## src/rtl/sum_uart_tx.sv

```systemverilog
// Serial output stage for the 16-point sum path: a 4-entry FIFO of 12-bit sums
// drained as two-byte 8N1 UART records {4'hA, d[11:8]}, d[7:0] on a single tx line.
module sum_uart_tx #(
  parameter int BAUD_DIV = 16
) (
  input  logic        clk,
  input  logic        res,
  input  logic [11:0] data_in,
  input  logic        syn_in,
  output logic        tx,
  output logic        busy,
  output logic        ovf
);

  typedef enum logic [1:0] {
    IDLE  = 2'd0,
    START = 2'd1,
    DATA  = 2'd2,
    STOP  = 2'd3
  } state_t;

  localparam logic [11:0] BAUD_LAST = 12'(BAUD_DIV - 1);

  state_t      state_q, state_d;
  logic [11:0] fifo_q [4];
  logic [1:0]  wr_ptr_q, wr_ptr_d;
  logic [1:0]  rd_ptr_q, rd_ptr_d;
  logic [2:0]  count_q, count_d;
  logic [11:0] baud_q, baud_d;
  logic [2:0]  bit_q, bit_d;
  logic [7:0]  shift_q, shift_d;
  logic [7:0]  lo_q, lo_d;
  logic        sel_q, sel_d;
  logic        tx_q, tx_d;
  logic        busy_q, busy_d;
  logic        ovf_q, ovf_d;

  logic        pop;
  logic        push;
  logic        baud_end;
  logic [11:0] head;

  assign head     = fifo_q[rd_ptr_q];
  assign baud_end = (baud_q == BAUD_LAST);
  assign pop      = (state_q == IDLE) && (count_q != 3'd0);
  // A pop on the same edge frees a slot, so a full FIFO still accepts the push.
  assign push     = syn_in && ((count_q != 3'd4) || pop);

  // Storage carries no reset; emptiness is defined by the count and pointers.
  always_ff @(posedge clk) begin
    if (push) begin
      fifo_q[wr_ptr_q] <= data_in;
    end
  end

  always_ff @(posedge clk or negedge res) begin
    if (!res) begin
      state_q  <= IDLE;
      wr_ptr_q <= 2'd0;
      rd_ptr_q <= 2'd0;
      count_q  <= 3'd0;
      baud_q   <= 12'd0;
      bit_q    <= 3'd0;
      shift_q  <= 8'd0;
      lo_q     <= 8'd0;
      sel_q    <= 1'b0;
      tx_q     <= 1'b1;
      busy_q   <= 1'b0;
      ovf_q    <= 1'b0;
    end else begin
      state_q  <= state_d;
      wr_ptr_q <= wr_ptr_d;
      rd_ptr_q <= rd_ptr_d;
      count_q  <= count_d;
      baud_q   <= baud_d;
      bit_q    <= bit_d;
      shift_q  <= shift_d;
      lo_q     <= lo_d;
      sel_q    <= sel_d;
      tx_q     <= tx_d;
      busy_q   <= busy_d;
      ovf_q    <= ovf_d;
    end
  end

  always_comb begin
    state_d  = state_q;
    wr_ptr_d = push ? wr_ptr_q + 2'd1 : wr_ptr_q;
    rd_ptr_d = pop  ? rd_ptr_q + 2'd1 : rd_ptr_q;
    baud_d   = baud_q;
    bit_d    = bit_q;
    shift_d  = shift_q;
    lo_d     = lo_q;
    sel_d    = sel_q;
    case ({push, pop})
      2'b10:   count_d = count_q + 3'd1;
      2'b01:   count_d = count_q - 3'd1;
      default: count_d = count_q;
    endcase
    case (state_q)
      IDLE: begin
        if (pop) begin
          shift_d = {4'hA, head[11:8]};
          lo_d    = head[7:0];
          sel_d   = 1'b0;
          baud_d  = 12'd0;
          state_d = START;
        end
      end
      START: begin
        if (baud_end) begin
          baud_d  = 12'd0;
          bit_d   = 3'd0;
          state_d = DATA;
        end else begin
          baud_d = baud_q + 12'd1;
        end
      end
      DATA: begin
        if (baud_end) begin
          baud_d = 12'd0;
          if (bit_q == 3'd7) begin
            state_d = STOP;
          end else begin
            bit_d   = bit_q + 3'd1;
            shift_d = {1'b0, shift_q[7:1]};
          end
        end else begin
          baud_d = baud_q + 12'd1;
        end
      end
      STOP: begin
        if (baud_end) begin
          baud_d = 12'd0;
          if (!sel_q) begin
            shift_d = lo_q;
            sel_d   = 1'b1;
            state_d = START;
          end else begin
            state_d = IDLE;
          end
        end else begin
          baud_d = baud_q + 12'd1;
        end
      end
      default: state_d = IDLE;
    endcase
  end

  // Outputs are computed from the next state so the registered line lines up with bit boundaries.
  always_comb begin
    tx_d = 1'b1;
    case (state_d)
      START:   tx_d = 1'b0;
      DATA:    tx_d = shift_d[0];
      default: tx_d = 1'b1;
    endcase
    busy_d = (state_d != IDLE) || (count_d != 3'd0);
    ovf_d  = syn_in && !push;
  end

  assign tx   = tx_q;
  assign busy = busy_q;
  assign ovf  = ovf_q;

endmodule
```

## config.mk

```make
export PLATFORM = sky130hd
export DESIGN_NAME = sum_uart_tx
export DESIGN_NICKNAME = d
export VERILOG_FILES = /design/src/rtl/sum_uart_tx.sv
export SDC_FILE = /design/constraint.sdc
export NUM_CORES = 1
export LEC_CHECK = 0
export BUFFER_PORTS_ARGS = -buffer_cell sky130_fd_sc_hd__buf_2
export CORE_ASPECT_RATIO = 1.75
export CORE_UTILIZATION = 40
export CTS_CLUSTER_SIZE = 10
export DETAILED_ROUTE_END_ITERATION = 10
export PLACE_DENSITY_LB_ADDON = 0.2
export SETUP_SLACK_MARGIN = 0.5
export SYNTH_ARGS = -nofsm -noshare
export SYNTH_HDL_FRONTEND = slang
export SYNTH_SLANG_ARGS = --single-unit
```

## constraint.sdc

```tcl
create_clock -name clk -period 6.9 [get_ports clk]
set_input_delay 0.345 -clock clk [delete_from_list [all_inputs] [get_ports clk]]
set_output_delay 0.345 -clock clk [all_outputs]
set_load 0.01 [all_outputs]
```

; ---- After elaboration in Yosys (flattened, before gate mapping)
; Memory sizes are Yosys's and may differ from the RTL's.
; Cells that the tools add are included.
[totals]
ff_bits = 44
word_cells = 81
n_memories = 1
input_bits = 15
out_inout_bits = 3
ram_bits = 48
[op_classes]
n_mux = 27
reduce_logical = 18
n_eq_ne = 16
n_addsub = 6
[memory_table]
columns = memory, words, width, read_ports, rd_clocked_by_memory_dff, wr, line
row1 = fifo_q, 4, 12, 1, 0, 1, 25  ; logic [11:0] fifo_q [4];
[ops]
columns = operator, n
row1 = $mux 8, 5
row2 = $mux 12, 2
row3 = $pmux 12 s2, 1
row4 = $pmux 8 s3, 1
row5 = $add 12x1->12 const B, 1
row6 = $eq 12x4->1 const B, 1
row7 = $ne 2x2->1 const B, 6
row8 = $pmux 3 s2, 2
row9 = $mux 2, 5
row10 = $mux 3, 3
row11 = $reduce_bool 3->1, 3
row12 = $eq 2x2->1 const B, 4
row13 = $pmux 2 s4, 1
row14 = $add 3x1->3 const B, 2
row15 = $eq 2x1->1 const B, 3
row16 = $reduce_and 6->1, 1
row17 = $reduce_bool 2->1, 3
row18 = $mux 1, 5
row19 = $add 2x1->2 const B, 2
row20 = $pmux 1 s2, 2
row21 = $reduce_and 4->1, 1
row22 = $eq 3x3->1 const B, 1
row23 = $logic_and 1x1->1, 3
row24 = $ne 3x3->1 const B, 1
row25 = other kinds (7), 8

; ---- Longest topological paths before layout
; Gate-level depths: netlist of run 1.
[logic_depth]
word_depth = 8
depth_mapped = 9
ltp_nobuf = 8

; ---- Least setup slack after synthesis of run 1
; Ideal clock, no wire load.
[synth_timing]
path_kind = reg2reg
start = register state_q[1]
end = register busy_q (netlist: busy)
path_slack_ns = 4.575
arrival_ns = 2.190
required_time_ns = 6.765
path_stages_with_launch = 10
period_less_slack_ns = 2.325
cell_sequence = dfrtp_1 buf_2 nor2_1 nand3_1 fa_1 nand2b_1 o311ai_0 o311ai_0 o22ai_1 nand3b_1
[synth_between]
elab_chain_len = 8
elab_cells_between_ends = 19
cone_classes = eq/ne (5) / mux (7) / reduce/logical (7)
[synth_rtl]
columns = element, line
row1 = "start, declared", 24  ; state_t state_q, state_d;
row2 = "start signal, assigned", 71  ; state_q <= state_d;
row3 = $logic_not 2->1, "45, 100"
row4 = $logic_and 1x1->1, 45  ; assign pop = (state_q == IDLE) && (count_q != 3'd0);
row5 = $logic_or 1x1->1, 47  ; assign push = syn_in && ((count_q != 3'd4) || pop);
row6 = $logic_and 1x1->1, 47
row7 = $eq 2x1->1 or $eq 2x2->1 (tied branches), 95  ; case ({push, pop})
row8 = $pmux 3 s2, 95
row9 = $reduce_bool 3->1, 158  ; busy_d = (state_d != IDLE) || (count_d != 3'd0);
row10 = $logic_or 1x1->1 *, 158
row11 = via busy_d, 35  ; logic busy_q, busy_d;
row12 = "end signal, assigned", 81  ; busy_q <= busy_d;
row13 = "end, declared", 35
; The timed path passes the listed nets; every way through them passes the cells marked *.
; A chain may end at the register's enable or synchronous reset.

; ---- Worst setup path in the final report of run 1
[layout_timing]
start = register state_q[0]
end = register busy_q (netlist: busy)
; Same word-level chain as after synthesis.

==> reports/metrics.yaml, run 1 <==
finalMaxSlewViolations: 0
initial_core_util_pct: 40.95
hold_violations: 0
num-fill-cells: 896
crit_family: "simple AND/OR/NAND/NOR gates"
synth_fa_ha_area_share_pct: 2.684
overflow: 0
yosysSeqAreaShare_pct: 63.45
insertion_delay_ns: 0.34
synth-seq-cells: 92
status: "completed"
irDropWorstVdd_mv: 0.1914
synth_top_cell_by_area: "edfxtp_1"
die_area_sq_um: 10440
grt_pass1_vias: 2468
nNetsFinal: 339
grt_pass1_wl_microns: 12340
synth.avg_cell_area_sq_um: 13.36
clock_skew_ns: 0.006911
critPathBufInv: 0
drv_cap: 0
drtIter0Drc: 164
synth_edf_count: 48
drc_errors: 0
path_max_fanout: 13
die_w_microns: 77.68
path_cells: "nor2_1, nand3_1, fa_1, nand2b_1, o311ai_0, o311ai_0, o22ai_1, nand3b_1"
rows: 48
crit_required_ns: 7.11
holdBufCountCts: 0
fp.coreArea_sq_um: 9789
cts_tree: "yes"
syn_nets: 323
vias: 2403
pwr_density_cell_nw_per_um2: 406.4
grt_usage_pct: 15.77
antenna_cells: 0
setup_tns_ns: 0
synth_cells: 300
gp_congestion: 0.8087
wl_per_cell_microns: 16.33
synth_ff_type: "edfxtp_1"
synth-compound-area-share_pct: 10.52
synthSimpleGateAreaFrac_pct: 11.99
ant_nets: 0
power_leakage_uw: 0.001698
rsz0062_at_grt: "no"
synthTopCellsByArea: "edfxtp_1, dfrtp_1, mux4_2"
grt_start_max_net_pins: 45
max_freq_mhz: 382.8
clock-root-buffer: "clkbuf_16"
critPathKind: "flip-flop to flip-flop"
slowest_delay_ns: 0.50
synth_top_family_by_area: "simple AND/OR/NAND/NOR gates"
h-tree-depth: 3
layout-drive-gt1-share_pct: 17.45
cts_buffers: 9
post-cts-setup-buffers: 0
register_area_sq_um: 2544
synth.distinct_cells: 49
slowest_stage: "dfrtp_1"
clkTransAtPathRegs_ns: 0.06
chipHeight_microns: 134.4
end_kind: "flip-flop"
dr.pass1.iters: 4
multiInputGateArea_sq_um: 1370
mostFrequentLayoutCells: "nand2_1, edfxtp_1, dfrtp_1"
cpMostUsedCell: "o311ai_0"
synthesis.area_sq_um: 4009
fin_crit_sh_pct: 37.86
p_total_uw: 1824
ios: 18
hpwl_microns: 4966
r2r-start: "state_q[0]"
tightest_slew_ns: 1.010
port_buffers: 17
hp-class: "primary input to async pin"
antenna_found_initial: 0
synthMuxAreaShare_pct: 7.241
synth_top_area_share_pct: 35.96
drt_wl_total_microns: 7282
setup-violations-final: 0
yosysWarningCount: 0
clockBufferDepth: 2
synthArstFlopShare_pct: 47.83
clock-sinks: 92
cp.arrival_ns: 2.82
syn2layout_area_growth_pct: 11.99
maxSlewHeadroom_pct: 32.67
layout_commonest_cell: "nand2_1"
crit_start: "state_q[0]"
viasPerCell: 5.388
post_cts_resize_count: 0
synth_xor_area_share_pct: 1.748
min_period_ns: 2.612
cp-start-kind: "flip-flop"
-- worst paths after layout --
kind                       cells past startpoint      endpoint  slack [ns]
min in group clk                               1  fifo_q[3][5]        0.21
min                                            1    count_q[0]        0.17
min reg2reg                                    2       lo_q[5]        0.48
max                                            8          busy        4.29
max reg2reg                                    8          busy        4.29
max in group asynchronous                      1     baud_q[6]        6.10
-- worst reg2reg max path, delay by kind of cell, from the launching register on --
kind            cells  cell delay, ns
compound gates      3            0.60
fa+ha+maj           1            0.44
flops               1            0.50
simple gates        4            0.94
-- power breakdown --
group / total (uW) / leakage [uW] / internal, uW / switching [uW]
sequential: 861 / 0.000987 / 735 / 125
clock: 492 / 0.000140 / 282 / 211
combinational: 471 / 0.000571 / 228 / 244
-- cell usage after synthesis, types with 3 or more instances --
cell and instances:
a22oi_1 4, nor2_1 14, a22o_1 5, inv_1 8, nand2b_1 3, edfxtp_1 48, a21oi_1 3, mux4_2 12
and3_1 3, xnor2_1 7, ha_1 7, clkbuf_1 6, nand2_1 51, a221o_1 4, o311ai_0 3, and2_1 4
nand3_1 8, nor4_1 3, buf_2 4, o21ai_0 24, dfrtp_1 43
-- per-stage QoR --
step | hold slack (ns) | util (%) | area, sq um | std cells | setup WS (ns)
2_1_floorplan | 0.04941 | - | 4009 | 300 | 4.575
3_3_place_gp | 0.4586 | 42.79 | 4189 | 430 | 4.371
3_5_place_dp | 0.4651 | 42.79 | 4189 | 430 | 4.290
4_1_cts | 0.2018 | 45.86 | 4489 | 446 | 4.289
5_1_grt | 0.2046 | 45.86 | 4489 | 446 | 3.975
6_report | 0.1726 | 45.86 | 4489 | 446 | 4.288
-- area by class of cell --
| cell class | count | area share, % |
|---|---|---|
| clock inverter | 7 | 1.672 |
| tap | 125 | 3.484 |
| timing repair buffer | 17 | 1.895 |
| sequential | 92 | 56.66 |
| inverter | 9 | 0.7525 |
| multi-input combinational | 187 | 30.52 |
| clock buffer | 9 | 5.017 |
-- state kept, by name (all words and copies together) (netlist names) --
| register | cells |
|---|---|
| lo_q | 8 |
| fifo_q | 48 |
| baud_q | 12 |
| bit_q | 3 |
| count_q | 3 |
| rd_ptr_q | 2 |
| shift_q | 8 |
| tx | 1 |
| wr_ptr_q | 2 |
| busy | 1 |
| sel_q | 1 |
| ovf | 1 |
| state_q | 2 |
-- logic make-up after synthesis --
kind of cell,after synthesis
AND/OR/NAND/NOR,101
flip-flops,92
AO/OA/AOI/OAI,56
buffers and inverters,21
multiplexers,14
XOR/XNOR,8
adder cells (fa/ha/maj),8
-- metal layers --
layer | global-route usage (%) | vias to the layer above | wire [microns]
li1 | - | 1143 | -
met2 | 27.93 | 38 | 4017
met5 | 0 | - | 0
met4 | 6.813 | 0 | 103
met1 | 17.42 | 1214 | 2931
met3 | 4.422 | 8 | 230
(Power assumes the default switching activity.)
==> run 2, diff against run 1 <==
clock period = 2.1 ns   (was 6.9 ns; I/O delays follow)
==> run 2 against run 1 <==
  * Worst setup slack worse by 4.3 ns
  * First-iteration DRC count is 43% lower
  * Global-route usage up 2.1 points
  * Fmax increased by 26%
  * Power rose to 3.8 times the previous value
  * Critical endpoint unchanged
  * Critical path type unchanged
  * Core utilization rose by 8.8 points
  * Cell count is 13% higher
  * Sequential share of layout area decreased by 9.0 points
==> reports/metrics.yaml, run 2 (same netlist as run 1, synthesis figures left out) <==
h-tree-depth: 3  # unchanged
grt_usage_pct: 17.85  # +2.1 points
dr.pass1.iters: 4  # unchanged
maxSlewHeadroom_pct: 73.20  # +41 points
ios: 18  # unchanged
holdWs_ns: 0.1235  # -0.04910 ns
grt-busiest-layer: "met2"
tightest_slew_ns: 0.4020  # -0.6079 ns
critPathKind: "flip-flop to flip-flop"
grt_start_max_net_pins: 22  # -51%
use_met1_pct: 18.92  # +1.5 points
port_buffers: 17  # unchanged
wl_per_cell_microns: 16.76  # +2.7%
top_register: "fifo_q"
clkTransAtPathRegs_ns: 0.06  # about the same
viasPerCell: 5.192  # -3.6%
r2r-start: "count_q[2]"
layout_commonest_cell: "edfxtp_1"
largestRegisters: "fifo_q (48), baud_q (12)"
fp.coreArea_sq_um: 9789  # unchanged
use_met2_pct: 34.27  # +6.3 points
clock-root-buffer: "clkbuf_16"
setup-violations-final: 0  # unchanged
met3_usage_pct: 2.041  # -2.4 points
ant_nets: 0  # unchanged
end_kind: "flip-flop"
grt_pass1_vias: 2807  # +14%
rows: 48  # unchanged
hold_violations: 0  # unchanged
power_leakage_uw: 0.002080  # +23%
hpwl_microns: 5226  # +5.2%
status: "completed"
die_area_sq_um: 10440  # unchanged
rsz0062_at_grt: "yes"
syn2layout_area_growth_pct: 33.43
overflow: 0  # unchanged
drt_wl_total_microns: 8483  # +16%
vias: 2627  # +9.3%
cp.arrival_ns: 2.29  # -0.53 ns
drc_errors: 0  # unchanged
antenna_found_initial: 0  # unchanged
max_freq_mhz: 482.8  # +26%
fin_ws_ns: 0.02863  # -4.259 ns
multiInputGateArea_sq_um: 1695  # +24%
largest_register_ff_count: 48  # unchanged
min-delay-start: "syn_in"
fin_util_pct: 54.64  # +8.8 points
grt_pass1_wl_microns: 13910  # +13%
min_period_ns: 2.071  # -0.5411 ns
pre_cts_slack_ns: -0.01083  # -4.301 ns
die_w_microns: 77.68  # unchanged
reg2reg_slack_ns: 0.03  # -4.26 ns
chipHeight_microns: 134.4  # unchanged
crit_required_ns: 2.32  # -4.79 ns
pwr_density_cell_nw_per_um2: 1311  # +220%
initial_core_util_pct: 40.95  # unchanged
irDropWorstVdd_mv: 0.7640  # +300%
drtIter0Drc: 94  # -43%
path_max_fanout: 2  # -11
hp-class: "primary input to flip-flop"
layout-drive-gt1-share_pct: 39.63  # +22 points
crit_start: "count_q[2]"
finalMaxSlewViolations: 0  # unchanged
register_area_sq_um: 2550  # +0.25%
insertion_delay_ns: 0.34  # about the same
num-fill-cells: 821  # -8.4%
mostFrequentLayoutCells: "edfxtp_1, nand2_1, dfrtp_1"
clockBufferDepth: 2  # unchanged
nNetsFinal: 399  # +18%
clock_skew_ns: 0.005821  # -0.001091 ns
cp-start-kind: "flip-flop"
gp_congestion: 0.7864  # -2.8%
fin_crit_sh_pct: 98.64  # +61 points
antenna_cells: 0  # unchanged
cts_tree: "yes"
clock-sinks: 92  # unchanged
cts_buffers: 9  # unchanged
drv_cap: 0  # unchanged
[run 2: cell types whose count changed in the layout (fill, tap and decap cells not counted), sizes merged, moves of 2 or more]
cell         previous run  this run
dlygate4sd3             0        13
buf                    17        59
and2                    5        10
clkinvlp                2         4
clkinv                  4         0
[run 2: worst max-delay path, stage by stage, from the launching register on]
cell      delay [ns]
dfrtp_2         0.40
or3_4           0.37
nand3_2         0.07
fa_2            0.19
or4b_4          0.47
o311ai_2        0.09
o311ai_1        0.14
o22ai_1         0.12
nand3b_1        0.10
[run 2: cell type report]
type | count | share of cell area (%)
Timing Repair Buffer | 72 | 10.97
Inverter | 9 | 0.7018
Multi-Input combinational cell | 192 | 31.70
Tap cell | 125 | 2.924
Clock buffer | 9 | 4.211
Sequential cell | 92 | 47.67
Clock inverter | 7 | 1.825
[run 2: worst paths after layout]
path / depth (start not counted) / to
worst max-delay path: 8 / busy
worst min register to register: 2 / lo_q[0]
worst min-delay path: 3 / busy
max in group asynchronous: 3 / rd_ptr_q[0]
min in group asynchronous: 2 / ovf
worst max register to register: 8 / busy
[run 2: through the flow]
step	total power (uW)	setup TNS, ns	std cells	instance area, sq um
finish	7014	0	506	5349
global route	7387	-0.06470	506	5349
CTS	6834	0	499	5145
detailed placement	4711	-0.01083	451	4432
global placement	4684	0	451	4432
floorplan	4140	-0.02196	300	4111
[run 2: per-layer routing]
layer,vias up,share of wire (%),wire (microns)
met4,0,2.4,202
met2,31,58,4956
met5,-,0,0
met1,1314,38,3190
met3,11,1.6,133
li1,1271,-,-
[run 2: timing repair]
action,in CTS,in global routing
hold buffers,13,0
hold endpoints to repair,91,0
cloned,5,0
setup buffers,14,7
pin swaps,23,21
gates resized for setup,31,41
setup endpoints to repair,80,79
[run 2: power by group]
group	internal [uW]	switching, uW	leakage, uW
registers	2420	306	0.000981
clock network	1050	693	0.000149
logic	1320	1220	0.000951
total	4790	2220	0.00208
==> run 3, diff against run 2 <==
CELL_PAD_IN_SITES_DETAIL_PLACEMENT = 1   (was not set)
CELL_PAD_IN_SITES_GLOBAL_PLACEMENT = 2   (was not set)
CORE_UTILIZATION = 39   (was 40)
CTS_CLUSTER_SIZE = 28   (was 10)
==> run 3 against run 2 <==
  * The flow now finishes with violations (negative setup slack)
  * Fmax is 4.5% lower
  * Core utilization is 1.4 points higher
  * Critical path depth stayed put
  * Routed wire length is 18% higher
  * Sequential power is 1% lower
  * Clock-buffer cell count stayed put
==> reports/metrics.yaml, run 3 (same netlist as run 1, synthesis figures left out) <==
hp-class: "primary input to flip-flop"
grt_pass1_vias: 3031  # +8.0%
fin_ws_ns: -0.06918  # -0.09781 ns
r2r-start: "count_q[1]"
clock_skew_ns: 0.006337  # +0.0005162 ns
syn2layout_area_growth_pct: 38.55
grt_pass1_wl_microns: 15680  # +13%
rsz0062_at_grt: "yes"
antenna_cells: 0  # unchanged
drc_errors: 0  # unchanged
viasPerCell: 5.340  # +2.9%
cp.arrival_ns: 2.39  # +0.10 ns
grt_start_max_net_pins: 33  # +50%
hold_violations: 0  # unchanged
hpwl_microns: 5804  # +11%
crit_required_ns: 2.32  # about the same
overflow: 0  # unchanged
mostFrequentLayoutCells: "edfxtp_1, nand2_1, dfrtp_1"
dpl.cell_count: 449  # -0.44%
fin_crit_sh_pct: 103.3  # +4.7 points
grt_usage_pct: 20.21  # +2.4 points
maxSlewHeadroom_pct: 71.86  # -1.3 points
initial_core_util_pct: 40.45  # -0.50 points
power_leakage_uw: 0.002177  # +4.7%
clockBufferDepth: 2  # unchanged
critPathKind: "flip-flop to flip-flop"
rows: 48  # unchanged
ios: 18  # unchanged
max_freq_mhz: 461.0  # -4.5%
cts_tree: "yes"
antenna_found_initial: 0  # unchanged
insertion_delay_ns: 0.34  # about the same
largestRegisters: "fifo_q (48), baud_q (12)"
setup-violations-final: 1  # +1
finalMaxSlewViolations: 0  # unchanged
layout-drive-gt1-share_pct: 44.05  # +4.4 points
pwr_density_cell_nw_per_um2: 1314  # +0.23%
violations: "negative setup slack"
ant_nets: 0  # unchanged
dr.pass1.iters: 4  # unchanged
min-delay-start: "syn_in"
tightest_slew_ns: 0.4177  # +0.01569 ns
p_total_uw: 7300  # +4.1%
layout_commonest_cell: "edfxtp_1"
irDropWorstVdd_mv: 0.7603  # -0.49%
fp.coreArea_sq_um: 9910  # +1.2%
drtIter0Drc: 96  # +2.1%
crit_start: "count_q[1]"
wl_per_cell_microns: 19.21  # +15%
end_kind: "flip-flop"
largest_register_ff_count: 48  # unchanged
reg2reg_slack_ns: -0.07  # -0.10 ns
clock-root-buffer: "clkbuf_16"
cp-start-kind: "flip-flop"
gp_congestion: 0.7790  # -0.94%
stdcell_count: 520  # +2.8%
chipHeight_microns: 136.1  # +1.3%
clock-sinks: 92  # unchanged
port_buffers: 17  # unchanged
nNetsFinal: 413  # +3.5%
vias: 2777  # +5.7%
clkTransAtPathRegs_ns: 0.07  # about the same
drt_wl_total_microns: 9989  # +18%
drv_cap: 0  # unchanged
status: "finished with violations"
min_period_ns: 2.169  # +0.09781 ns
h-tree-depth: 3  # unchanged
top_register: "fifo_q"
die_area_sq_um: 10700  # +2.5%
cts_buffers: 9  # unchanged
path_max_fanout: 2  # unchanged
die_w_microns: 78.64  # +1.2%
==> run 3: changes by cell type in the layout (fill, tap and decap cells not counted), sizes merged <==
cell,previous run,this run
buf,59,72
clkinv,0,2
clkinvlp,4,0
inv,10,14
a31o,1,2
bufinv,2,0
==> run 3: routing by layer <==
metal	part of all wire, %	global-route usage (%)	vias up
met2	61	40.53	39
met1	34	19.28	1409
li1	-	-	1306
met4	2.9	9.259	0
met3	1.8	3.221	23
met5	0	0	-
==> run 3: layout make-up <==
cell class                      instances  area (sq um)
Fill cell                             992          4355
Clock buffer                            9         225.2
Clock inverter                          7         66.31
Timing Repair Buffer                   85         759.5
Inverter                                9         36.28
Multi-Input combinational cell        193          1760
Tap cell                              125         156.4
Sequential cell                        92          2550
==> run 3: repair_timing <==
item,CTS,global route
cloned,8,0
resized for setup,63,39
endpoints found under the hold margin,60,0
endpoints found under the setup margin,76,82
hold buffers,13,0
pin swaps,25,16
buffers inserted,21,13
==> run 3: per-stage QoR <==
stage | cell area, sq um | utilization (%) | hold WS [ns] | worst slack, ns | TNS, ns
after detailed placement | 4417 | 44.57 | 0.01345 | -0.02627 | -0.02627
after global routing | 5554 | 56.05 | 0.1691 | -0.1731 | -0.2623
after floorplan | 4111 | - | -0.1906 | -0.02196 | -0.02196
final | 5554 | 56.05 | 0.1526 | -0.06918 | -0.06918
after global placement | 4417 | 44.57 | 0.002898 | 0.03329 | 0
after CTS | 5301 | 53.50 | 0.1056 | -0.002988 | -0.002988
==> run 3: final timing paths <==
check	to	cells after the start
max in group asynchronous	baud_q[4]	3
min reg2reg	shift_q[4]	2
max reg2reg	busy	8
max	busy	8
min in group asynchronous	baud_q[9]	2
min	count_q[2]	3
==> run 3: where the power goes <==
part	leakage [uW]	internal (uW)	switching, uW
logic	0.00105	1550	1470
clock network	0.000145	836	746
registers	0.000980	2420	274
==> run 3: critical path: stages (launching register included) <==
cell and delay [ns]:
dfrtp_1 0.38, or3_4 0.39, nand3_2 0.07, fa_2 0.20
or4b_4 0.49, o311ai_4 0.10, o311ai_2 0.16, o22ai_1 0.14
nand3b_1 0.10
